===== src/rtl/uart_pkg.sv =====
// uart_pkg: types and constants shared by the UART receiver and transmitter.
// Contents: rx_state_t FSM encoding, DATA_BITS frame width, IDLE_LEVEL line idle value.
package uart_pkg;

  localparam int   DATA_BITS  = 8;
  localparam logic IDLE_LEVEL = 1'b1;

  typedef enum logic [2:0] {
    IDLE,
    START,
    DATA,
    PARITY,
    STOP,
    BREAK
  } rx_state_t;

endpackage


===== src/rtl/uart_receive_if.sv =====
// uart_receive_if: received-byte bundle from the UART receiver to its consumer.
// master: receiver drives rxdata/rxvalid/rxbusy/framing_err/parity_err; slave: consumer reads them.
interface uart_receive_if;
  import uart_pkg::*;

  logic [DATA_BITS-1:0] rxdata;
  logic                 rxvalid;
  logic                 rxbusy;
  logic                 framing_err;
  logic                 parity_err;

  modport master (
    output rxdata,
    output rxvalid,
    output rxbusy,
    output framing_err,
    output parity_err
  );

  modport slave (
    input rxdata,
    input rxvalid,
    input rxbusy,
    input framing_err,
    input parity_err
  );

endinterface


===== src/rtl/sync_2ff.sv =====
// sync_2ff: two-flop synchronizer for a single asynchronous input.
// Ports: clock, reset (sync, active-high), d_i async input, q_o synced output; RESET_VAL sets reset level.
module sync_2ff #(
  parameter logic RESET_VAL = 1'b0
) (
  input  logic clock,
  input  logic reset,
  input  logic d_i,
  output logic q_o
);

  logic meta_q;
  logic sync_q;

  always_ff @(posedge clock) begin
    if (reset) begin
      meta_q <= RESET_VAL;
      sync_q <= RESET_VAL;
    end else begin
      meta_q <= d_i;
      sync_q <= meta_q;
    end
  end

  assign q_o = sync_q;

endmodule


===== src/rtl/uart_receive.sv =====
// uart_receive: 8N1 serial receiver, mid-bit sampling, LSB first, one-cycle strobes.
// Ports: clock, reset (sync, active-high), rx serial pin, rx_if (master) byte/status bundle.
// Optional even-parity bit between data and stop when UART_RX_PARITY_EN is defined.
module uart_receive
  import uart_pkg::*;
#(
  parameter int CLOCKS_PER_BIT = 16
) (
  input  logic          clock,
  input  logic          reset,
  input  logic          rx,
  uart_receive_if.master rx_if
);

  localparam int HALF_BIT = CLOCKS_PER_BIT / 2;
  localparam int CW       = $clog2(CLOCKS_PER_BIT) + 1;

  localparam logic [CW-1:0] HALF_LAST = CW'(HALF_BIT - 1);
  localparam logic [CW-1:0] BIT_LAST  = CW'(CLOCKS_PER_BIT - 1);
  localparam logic [2:0]    IDX_LAST  = 3'(DATA_BITS - 1);

  logic rxs;

  rx_state_t            state_q, state_d;
  logic [CW-1:0]        cnt_q, cnt_d;
  logic [2:0]           bit_q, bit_d;
  logic [DATA_BITS-1:0] shift_q, shift_d;
  logic [DATA_BITS-1:0] rxdata_q, rxdata_d;
  logic                 rxvalid_q, rxvalid_d;
  logic                 ferr_q, ferr_d;
  logic                 perr_q, perr_d;
  logic                 par_bad;

  sync_2ff #(
    .RESET_VAL (IDLE_LEVEL)
  ) u_sync (
    .clock (clock),
    .reset (reset),
    .d_i   (rx),
    .q_o   (rxs)
  );

`ifdef UART_RX_PARITY_EN
  logic par_bad_q, par_bad_d;

  always_ff @(posedge clock) begin
    if (reset) par_bad_q <= 1'b0;
    else       par_bad_q <= par_bad_d;
  end

  assign par_bad = par_bad_q;
`else
  assign par_bad = 1'b0;
`endif

  always_ff @(posedge clock) begin
    if (reset) begin
      state_q   <= IDLE;
      cnt_q     <= '0;
      bit_q     <= '0;
      shift_q   <= '0;
      rxdata_q  <= '0;
      rxvalid_q <= 1'b0;
      ferr_q    <= 1'b0;
      perr_q    <= 1'b0;
    end else begin
      state_q   <= state_d;
      cnt_q     <= cnt_d;
      bit_q     <= bit_d;
      shift_q   <= shift_d;
      rxdata_q  <= rxdata_d;
      rxvalid_q <= rxvalid_d;
      ferr_q    <= ferr_d;
      perr_q    <= perr_d;
    end
  end

  always_comb begin
    state_d   = state_q;
    cnt_d     = cnt_q;
    bit_d     = bit_q;
    shift_d   = shift_q;
    rxdata_d  = rxdata_q;
    rxvalid_d = 1'b0;
    ferr_d    = 1'b0;
    perr_d    = 1'b0;
`ifdef UART_RX_PARITY_EN
    par_bad_d = par_bad_q;
`endif
    unique case (state_q)
      IDLE: begin
        if (rxs != IDLE_LEVEL) begin
          state_d = START;
          cnt_d   = '0;
        end
      end
      START: begin
        if (cnt_q == HALF_LAST) begin
          cnt_d   = '0;
          bit_d   = '0;
          // a start bit that is gone by mid-bit was a glitch
          state_d = rxs ? IDLE : DATA;
        end else begin
          cnt_d = cnt_q + 1'b1;
        end
      end
      DATA: begin
        if (cnt_q == BIT_LAST) begin
          cnt_d          = '0;
          shift_d[bit_q] = rxs;
          if (bit_q == IDX_LAST) begin
            bit_d = '0;
`ifdef UART_RX_PARITY_EN
            state_d = PARITY;
`else
            state_d = STOP;
`endif
          end else begin
            bit_d = bit_q + 1'b1;
          end
        end else begin
          cnt_d = cnt_q + 1'b1;
        end
      end
      PARITY: begin
`ifdef UART_RX_PARITY_EN
        if (cnt_q == BIT_LAST) begin
          cnt_d     = '0;
          par_bad_d = rxs ^ (^shift_q);
          state_d   = STOP;
        end else begin
          cnt_d = cnt_q + 1'b1;
        end
`else
        state_d = IDLE;
`endif
      end
      STOP: begin
        if (cnt_q == BIT_LAST) begin
          cnt_d   = '0;
          // leave at mid-stop so a back-to-back start edge is seen
          state_d = IDLE;
          if (!rxs) begin
            ferr_d  = 1'b1;
            state_d = BREAK;
          end else if (par_bad) begin
            perr_d = 1'b1;
          end else begin
            rxvalid_d = 1'b1;
            rxdata_d  = shift_q;
          end
        end else begin
          cnt_d = cnt_q + 1'b1;
        end
      end
      BREAK: begin
        if (rxs) state_d = IDLE;
      end
      default: begin
        state_d = IDLE;
      end
    endcase
  end

  assign rx_if.rxdata      = rxdata_q;
  assign rx_if.rxvalid     = rxvalid_q;
  assign rx_if.rxbusy      = (state_q != IDLE);
  assign rx_if.framing_err = ferr_q;
  assign rx_if.parity_err  = perr_q;

endmodule

===== src/flat_wrapper.sv =====
// flat-port wrapper written by rule: the top's interface ports become plain ports
module uart_receive_flat import uart_pkg::*;
#(
  parameter int CLOCKS_PER_BIT = 16
)
  (clock, reset, rx, rx_if_rxdata, rx_if_rxvalid, rx_if_rxbusy, rx_if_framing_err, rx_if_parity_err);
  uart_receive_if rx_if_i ();
  input  logic clock;
  input  logic reset;
  input  logic rx;
  output wire logic [$bits(rx_if_i.rxdata)-1:0] rx_if_rxdata;
  output wire logic [$bits(rx_if_i.rxvalid)-1:0] rx_if_rxvalid;
  output wire logic [$bits(rx_if_i.rxbusy)-1:0] rx_if_rxbusy;
  output wire logic [$bits(rx_if_i.framing_err)-1:0] rx_if_framing_err;
  output wire logic [$bits(rx_if_i.parity_err)-1:0] rx_if_parity_err;
  assign rx_if_rxdata = rx_if_i.rxdata;
  assign rx_if_rxvalid = rx_if_i.rxvalid;
  assign rx_if_rxbusy = rx_if_i.rxbusy;
  assign rx_if_framing_err = rx_if_i.framing_err;
  assign rx_if_parity_err = rx_if_i.parity_err;
  uart_receive #(.CLOCKS_PER_BIT(CLOCKS_PER_BIT)) u_core (.clock(clock), .reset(reset), .rx(rx), .rx_if(rx_if_i));
endmodule

===== config.mk =====
export PLATFORM = sky130hd
export DESIGN_NAME = uart_receive_flat
export DESIGN_NICKNAME = d
export VERILOG_FILES = /design/src/rtl/uart_pkg.sv /design/src/rtl/uart_receive_if.sv /design/src/rtl/sync_2ff.sv /design/src/rtl/uart_receive.sv /design/src/flat_wrapper.sv
export SDC_FILE = /design/constraint.sdc
export NUM_CORES = 1
export LEC_CHECK = 0
export ABC_CLOCK_PERIOD_IN_PS = 4200
export CORE_UTILIZATION = 40
export CTS_CLUSTER_DIAMETER = 50
export DETAILED_ROUTE_END_ITERATION = 10
export HOLD_SLACK_MARGIN = 0.12
export PLACE_DENSITY = 0.56
export SYNTH_ARGS = -nofsm -noshare
export SYNTH_HDL_FRONTEND = slang
export SYNTH_SLANG_ARGS = --single-unit

===== constraint.sdc =====
create_clock -name clock -period 4.2 [get_ports clock]
set_input_delay 0.84 -clock clock [delete_from_list [all_inputs] [get_ports clock]]
set_output_delay 0.84 -clock clock [all_outputs]
set_load 0.005 [all_outputs]

==> results.yml, run 1 <==
outcome:
  status: "finished clean"
sta:
  fmax_ghz: 0.378
  setup_violations: 0
  rsz0062_at_grt: "false"
  tightest_slew_ns: 0.642
  tns_ns: 0
  fin_skew_ns: 0.00639
  slew_viol_final: 0
  maxSlewHeadroom_pct: 57.1
  holdWs_ns: 0.428
  final_hold_viol_count: 0
  post-route-min-period_ns: 2.64
  fin_crit_sh_pct: 62.9
place:
  post-place-cells: 214
  portBuffers: 13
  routabilityCongestion: 0.722
  place_area_um2: 1650
  dp_hpwl_um: 1950
detailed_routing:
  routed_via_density: 5.24
  vias: 1163
  wirelength_um: 2890
  drtPass1Iterations: 4
  antenna_left: 0
  first_iter_violations: 44
  drc: 0
  wl_per_cell_um: 13.0
die:
  start_util_pct: 42.0
  core_um2: 3690
  die_area_um2: 4130
  ios: 15
  num_rows: 22
  die_h_um: 64.3
  die_x_um: 64.3
synth:
  synth-edff-count: 0
  ys_types: 45
  yosys_register_bits: 31
  ys_top_cells_by_count: "dfxtp_1, nor2_1, mux2i_1"
  syn_nets: 174
  yosysSeqAreaShare_pct: 40.0
  avgSynthCellArea_um2: 9.28
  ys_async_sr_fraction_pct: 0
  yosys.area.top_type: "dfxtp_1"
  syn_inst: 167
  post_synth_instance_area_um2: 1550
  synth_top_area_share_pct: 40.0
  yosysWarningCount: 0
  synth_ff_type: "dfxtp_1"
  yosysMostFrequentCell: "dfxtp_1"
  synth.area.top_cells: "dfxtp_1, mux2i_1, nor2_1"
cts:
  cts_tree: "yes"
  postCtsSetupRepairBufs: 0
  ctsResizeCount: 0
  clk_pin_slew_ns: 0.07
  cts_root_buf: "clkbuf_8"
  cts-hold-fix-buffers: 0
  cts.sinks: 31
  htreeDepth: 2
  clock_path_buffers: 2
  cts_buffers: 5
  insertion_delay_ns: 0.29
layout:
  final_area_um2: 1750
  multiInputGateArea_um2: 812
  antennaDiodeCount: 0
  layout-drive-gt1-share_pct: 10.9
  areaGrowthSynthToFinish_pct: 12.8
  nNetsFinal: 180
  fin_cells: 222
  final-seq-area_um2: 621
  fillers: 367
global_routing:
  grt_pass1_vias: 1075
  grt_overflow_total: 0
  grt_max_degree: 20
  track_usage_pct: 16.3
  grt_pass1_wl_um: 5070
  antenna_found_initial: 0
worst_setup_path:
  cp-start-kind: "flop"
  worstPathMaxFanout: 18
  critPathCaptureType: "output pin"
  worstPathArrival_ns: 1.80
  worst_ep_required_time_ns: 3.36
  worst_path_largest_cell_delay_ns: 0.72
  worstSetupPathType: "flop to output pin"
  crit_slowest_cell: "dfxtp_1"
  path_cells: "nor3_1 -> inv_1 -> clkdlybuf4s50_1"
power:
  power.total_uw: 584
  power.density_nw_per_um2: 334
  max-vdd-ir-drop_uv: 232
  p_leak_nw: 0.718
job:
  maxCapViolations: 0
worst_hold_path:
  hold_path.class: "flop to flop"
==> critical path: cells and delay by family (launching register included) <==
kind          cells  cell delay, ns
flops             1            0.72
buf+inv           2            0.61
simple gates      1            0.19
==> layer usage <==
metal  track usage (%)  part of all wire [%]
met5                 0                     0
met4              8.33                   2.1
met3              5.18                   4.1
met2              24.1                    43
met1              21.1                    51
==> sequential cells by signal (all words and copies together) (netlist names) <==
register / flops
u_core.rx_if.rxdata: 8
u_core.shift_q: 8
u_core.cnt_q: 5
u_core.bit_q: 3
u_core.state_q: 3
u_core.rx_if.framing_err: 1
u_core.rx_if.rxvalid: 1
u_core.u_sync.meta_q: 1
u_core.u_sync.q_o: 1
==> where the power goes <==
part           internal [mW]  switching [mW]  total [mW]  leakage (nW)
combinational        0.00906          0.0102      0.0193         0.417
clock                  0.149           0.115       0.264        0.0505
sequential             0.296         0.00508       0.301         0.250
total                  0.454           0.130       0.584         0.718
==> kinds of logic after synthesis <==
| family | Yosys count | synth area share (%) |
|---|---|---|
| AND/OR/NAND/NOR | 73 | 26.2 |
| flip-flops | 31 | 40.0 |
| AO/OA/AOI/OAI | 21 | 11.1 |
| buffers and inverters | 19 | 7.59 |
| multiplexers | 16 | 10.3 |
| adder cells (fa/ha/maj) | 5 | 3.95 |
| other | 1 | 0.242 |
| XOR/XNOR | 1 | 0.565 |
==> path summary, 6_finish.rpt <==
| check | start | endpoint | slack (ns) | cells past startpoint |
|---|---|---|---|---|
| worst max-delay path | u_core.state_q[0]$_SDFFE_PP0P_ | rx_if_rxbusy | 1.56 | 3 |
| worst min-delay path | u_core.u_sync.meta_q$_SDFF_PP1_ | u_core.u_sync.q_o$_SDFF_PP1_ | 0.43 | 1 |
| worst max register to register | u_core.cnt_q[0]$_SDFFE_PP0P_ | u_core.rx_if.rxdata[3]$_SDFFE_PP0P_ | 1.82 | 5 |
| worst min register to register | u_core.u_sync.meta_q$_SDFF_PP1_ | u_core.u_sync.q_o$_SDFF_PP1_ | 0.43 | 1 |
==> cells in the final DEF, fill, tap and decap left out, types with 4 or more instances in the layout <==
cell type	count
mux2i_1	16
nor2_1	25
clkdlybuf4s50_1	13
dfxtp_1	31
ha_1	4
nor3_1	4
clkbuf_8	7
inv_1	4
nand2_1	5
nand3_1	11
a21oi_1	6
nand2b_1	4
nand4_1	5
==> through the flow <==
step | util (%) | setup slack (ns)
detailed placement | 44.6 | 1.82
CTS | 47.4 | 1.55
floorplan | - | 2.47
global placement | 44.6 | 1.84
global route | 47.4 | 1.40
finish | 47.4 | 1.56
==> cell type report <==
class                           instances  share of cell area, %
Clock buffer                            7                   5.51
Timing Repair Buffer                   14                   7.87
Tap cell                               48                   3.43
Inverter                                4                  0.858
Multi-Input combinational cell        117                   46.4
Sequential cell                        31                   35.5
Clock inverter                          1                  0.429
No activity file was read; power rests on OpenSTA's default activity.
==> run 2, diff against run 1 <==
--- a/config.mk
+++ b/config.mk
@@ -5,7 +5,7 @@
 export SDC_FILE = /design/constraint.sdc
 export NUM_CORES = 1
 export LEC_CHECK = 0
-export ABC_CLOCK_PERIOD_IN_PS = 4200
+export ABC_CLOCK_PERIOD_IN_PS = 2470
 export CORE_UTILIZATION = 40
 export CTS_CLUSTER_DIAMETER = 50
 export DETAILED_ROUTE_END_ITERATION = 10
==> constraint.sdc (replaced) <==
create_clock -name clock -period 2.47 [get_ports clock]
set_input_delay 0.494 -clock clock [delete_from_list [all_inputs] [get_ports clock]]
set_output_delay 0.494 -clock clock [all_outputs]
set_load 0.005 [all_outputs]
==> results.yml, run 2 (same netlist as run 1, synthesis figures left out) <==
layout:
  fin_cells: 227
  final_area_um2: 1800
  antennaDiodeCount: 0
  nNetsFinal: 185
  multiInputGateArea_um2: 812
  final-seq-area_um2: 621
  layout-drive-gt1-share_pct: 13.4
  areaGrowthSynthToFinish_pct: 16.1
  fillers: 366
  layout_common_cells: "dfxtp_1, nor2_1, mux2i_1"
  layout_commonest_cell: "dfxtp_1"
job:
  maxCapViolations: 0
power:
  p_switching_uw: 214
  max-vdd-ir-drop_uv: 393
  power.total_mw: 1.06
  netSwitchingFraction_pct: 20.2
  clockPowerShare_pct: 48.3
  p_comb_share_pct: 3.8
  p_seq_share_pct: 47.9
  p_int_uw: 847
  p_leak_nw: 0.755
  power.density_nw_per_um2: 589
sta:
  tns_ns: 0
  setup_violations: 0
  fmax_ghz: 0.489
  post-route-min-period_ns: 2.04
  fin_skew_ns: 0.00715
  tightest_slew_ns: 0.615
  fin_crit_sh_pct: 82.7
  rsz0062_at_grt: "false"
  final_hold_viol_count: 0
  maxSlewHeadroom_pct: 58.9
  slew_viol_final: 0
detailed_routing:
  first_iter_violations: 72
  vias: 1200
  wl_per_cell_um: 13.4
  drtPass1Iterations: 4
  drc: 0
  routed_via_density: 5.29
  wirelength_um: 3050
  antenna_left: 0
worst_hold_path:
  hold_path.class: "flop to flop"
  holdPathStages: 1
  min_to: "u_core.u_sync.q_o$_SDFF_PP1_"
  worstHoldStart: "u_core.u_sync.meta_q$_SDFF_PP1_"
worst_setup_path:
  worstSetupPathType: "flop to output pin"
  worstPathMaxFanout: 3
  worstPathArrival_ns: 1.55
  cp-start-kind: "flop"
  setup.reg_to_reg.worst_slack_ns: 0.48
  critPathCaptureType: "output pin"
  worst_ep_required_time_ns: 1.98
  reg2reg_depth: 5
  rr_startpoint: "u_core.cnt_q[0]$_SDFFE_PP0P_"
  reg2reg_to: "u_core.rx_if.rxdata[0]$_SDFFE_PP0P_"
  startpoint: "u_core.state_q[2]$_SDFFE_PP0P_"
die:
  die_x_um: 64.3
  start_util_pct: 42.0
  die_area_um2: 4130
  num_rows: 22
  die_h_um: 64.3
  core_um2: 3690
  ios: 15
global_routing:
  grt_max_degree: 18
  grt_pass1_vias: 1142
  grt_pass1_wl_um: 5220
  antenna_found_initial: 0
  grt_overflow_total: 0
  track_usage_pct: 16.5
place:
  post-place-cells: 219
  dp_hpwl_um: 2120
  routabilityCongestion: 0.817
  place_area_um2: 1680
  portBuffers: 13
cts:
  clk_pin_slew_ns: 0.06
  ctsResizeCount: 0
  cts.sinks: 31
  clock_path_buffers: 2
  insertion_delay_ns: 0.28
  cts-hold-fix-buffers: 0
  cts_tree: "yes"
  htreeDepth: 2
  postCtsSetupRepairBufs: 0
  cts_buffers: 5
  cts_root_buf: "clkbuf_8"
outcome:
  status: "finished clean"
[run 2: cell types whose count changed in the layout (fill, tap and decap cells not counted)]
cell / delta
clkinvlp_4: -1
clkinv_2: +1
bufinv_16: +1
buf_4: +5
clkbuf_8: -1
[run 2: how the worst max path moves through the flow]
stage	to	slack (ns)
after floorplan	u_core.cnt_q[4]$_SDFFE_PP0P_	0.86
after global placement	u_core.rx_if.rxdata[5]$_SDFFE_PP0P_	0.57
after detailed placement	u_core.rx_if.rxdata[0]$_SDFFE_PP0P_	0.46
after CTS	rx_if_rxbusy	0.42
after global routing	u_core.rx_if.rxdata[0]$_SDFFE_PP0P_	0.31
final	rx_if_rxbusy	0.43
[run 2: power groups by stage]
stage	clock network [mW]	logic [mW]	registers, mW
floorplan	0	0.0332	0.516
global placement	0	0.0399	0.519
detailed placement	0	0.0403	0.519
CTS	0.525	0.0405	0.508
global route	0.543	0.0446	0.508
finish	0.513	0.0399	0.508
[run 2: cell type report]
class | count | share of cell area, %
Sequential cell | 31 | 34.5
Timing Repair Buffer | 19 | 9.73
Tap cell | 48 | 3.34
Clock inverter | 2 | 1.95
Clock buffer | 6 | 4.59
Multi-Input combinational cell | 117 | 45.1
Inverter | 4 | 0.834
[run 2: layer usage]
metal	routed length (um)	up-vias	track usage (%)
met1	1500	568	21.7
li1	-	609	-
met4	47	0	6.67
met5	0	-	0
met3	78	6	3.93
met2	1420	17	25.8
[run 2: worst max-delay path, cell delays in order (launching register included)]
cell and delay [ns]:
dfxtp_1 0.31, nor3_1 0.38, inv_1 0.11, clkdlybuf4s50_1 0.47
[run 2: through the flow]
step	util (%)	worst slack [ns]	hold WS, ns
floorplan	-	0.864	0.389
global placement	45.6	0.574	0.397
detailed placement	45.6	0.457	0.402
CTS	48.8	0.418	0.420
global route	48.8	0.306	0.434
finish	48.8	0.427	0.413
==> run 3, diff against run 2 <==
--- a/config.mk
+++ b/config.mk
@@ -5,7 +5,7 @@
 export SDC_FILE = /design/constraint.sdc
 export NUM_CORES = 1
 export LEC_CHECK = 0
-export ABC_CLOCK_PERIOD_IN_PS = 2470
+export ABC_CLOCK_PERIOD_IN_PS = 2000
 export CORE_UTILIZATION = 40
 export CTS_CLUSTER_DIAMETER = 50
 export DETAILED_ROUTE_END_ITERATION = 10
==> constraint.sdc (replaced) <==
create_clock -name clock -period 2 [get_ports clock]
set_input_delay 0.4 -clock clock [delete_from_list [all_inputs] [get_ports clock]]
set_output_delay 0.4 -clock clock [all_outputs]
set_load 0.005 [all_outputs]
==> results.yml, run 3 (same netlist as run 1, synthesis figures left out) <==
cts:
  cts.sinks: 31
  cts_buffers: 5
  htreeDepth: 2
  clk_pin_slew_ns: 0.07
  cts-hold-fix-buffers: 0
  cts_root_buf: "clkbuf_8"
  insertion_delay_ns: 0.28
  clock_path_buffers: 2
  cts_tree: "yes"
place:
  dp_hpwl_um: 2140
  routabilityCongestion: 0.816
  dp_slack_ns: 0.279
  portBuffers: 13
worst_setup_path:
  crit_family: "buffers and inverters"
  critPathCaptureType: "output pin"
  cp-start-kind: "flop"
  worst_path_largest_cell_delay_ns: 0.46
  worstPathArrival_ns: 1.48
  path_buf_inv: 2
  worstSetupPathType: "flop to output pin"
  worstPathMaxFanout: 3
  crit_slowest_cell: "clkdlybuf4s50_1"
  path_cells: "nor3_2 -> inv_1 -> clkdlybuf4s50_1"
  worst_ep_required_time_ns: 1.60
sta:
  final_hold_viol_count: 0
  tns_ns: 0
  rsz0062_at_grt: "false"
  setup_violations: 0
  fmax_ghz: 0.533
  fin_skew_ns: 0.00363
  fin_crit_sh_pct: 93.8
  setup_slack_ns: 0.124
  slew_viol_final: 0
  post-route-min-period_ns: 1.88
layout:
  fillers: 364
  post-route-util_pct: 49.4
  areaGrowthSynthToFinish_pct: 17.4
  layout_commonest_cell: "dfxtp_1"
  antennaDiodeCount: 0
  nNetsFinal: 187
  layout-drive-gt1-share_pct: 14.9
  layout_common_cells: "dfxtp_1, nor2_1, mux2i_1"
power:
  power.density_nw_per_um2: 728
  p_leak_nw: 0.765
  power.total_mw: 1.33
  max-vdd-ir-drop_uv: 431
die:
  start_util_pct: 42.0
  core_um2: 3690
  die_area_um2: 4130
  die_h_um: 64.3
  ios: 15
  num_rows: 22
  die_x_um: 64.3
detailed_routing:
  drtPass1Iterations: 5
  wl_per_cell_um: 13.6
  routed_via_density: 5.25
  antenna_left: 0
  wirelength_um: 3110
  drc: 0
  vias: 1203
  first_iter_violations: 37
global_routing:
  track_usage_pct: 16.5
  antenna_found_initial: 0
  grt_pass1_wl_um: 5240
  grt_pass1_vias: 1141
  grt_max_degree: 19
  grt_overflow_total: 0
worst_hold_path:
  hold_path.class: "flop to flop"
job:
  maxCapViolations: 0
outcome:
  status: "finished clean"
==> run 3: cell type report <==
class / instances / area, um2 / share of cell area (%)
Multi-Input combinational cell: 117 / 817 / 44.9
Timing Repair Buffer: 21 / 190 / 10.4
Sequential cell: 31 / 621 / 34.1
Clock inverter: 2 / 35.0 / 1.92
Clock buffer: 6 / 82.6 / 4.54
Inverter: 4 / 15.0 / 0.825
Tap cell: 48 / 60.1 / 3.30
==> run 3: final timing paths <==
check                           slack, ns                            start                             end  cells past startpoint
worst max-delay path                 0.12   u_core.state_q[2]$_SDFFE_PP0P_                    rx_if_rxbusy                      3
worst min-delay path                 0.41  u_core.u_sync.meta_q$_SDFF_PP1_    u_core.u_sync.q_o$_SDFF_PP1_                      1
worst max register to register       0.24     u_core.cnt_q[0]$_SDFFE_PP0P_  u_core.shift_q[3]$_SDFFE_PP0P_                      6
worst min register to register       0.41  u_core.u_sync.meta_q$_SDFF_PP1_    u_core.u_sync.q_o$_SDFF_PP1_                      1
==> run 3: layer usage <==
metal	share of wire, %	track usage (%)	up-vias
met2	45	24.6	23
met1	50	22.2	565
met3	3.7	4.46	4
li1	-	-	611
met5	0	0	-
met4	1.2	7.22	0
==> run 3: timing repair <==
item,in CTS,in global routing
resized for setup,1,0
endpoints found under the setup margin,1,0
buffers inserted,0,0
==> run 3: metrics by stage <==
step / area, um2 / hold WS (ns) / cells
floorplan: 1550 / 0.389 / 167
global placement: 1700 / 0.396 / 221
detailed placement: 1700 / 0.403 / 221
CTS: 1820 / 0.417 / 229
global route: 1820 / 0.424 / 229
finish: 1820 / 0.413 / 229
==> run 3: power by group <==
group	total [mW]	switching, mW	internal, mW
combinational	0.0540	0.0311	0.0229
sequential	0.625	0.00354	0.622
clock	0.646	0.243	0.403
total	1.33	0.278	1.05
==> run 3: worst register-to-register path, cell delays in order (launching register included) <==
cell     delay, ns
dfxtp_1       0.37
ha_1          0.25
and4b_1       0.44
buf_4         0.22
nand3_1       0.11
mux2i_1       0.19
nor2_1        0.06
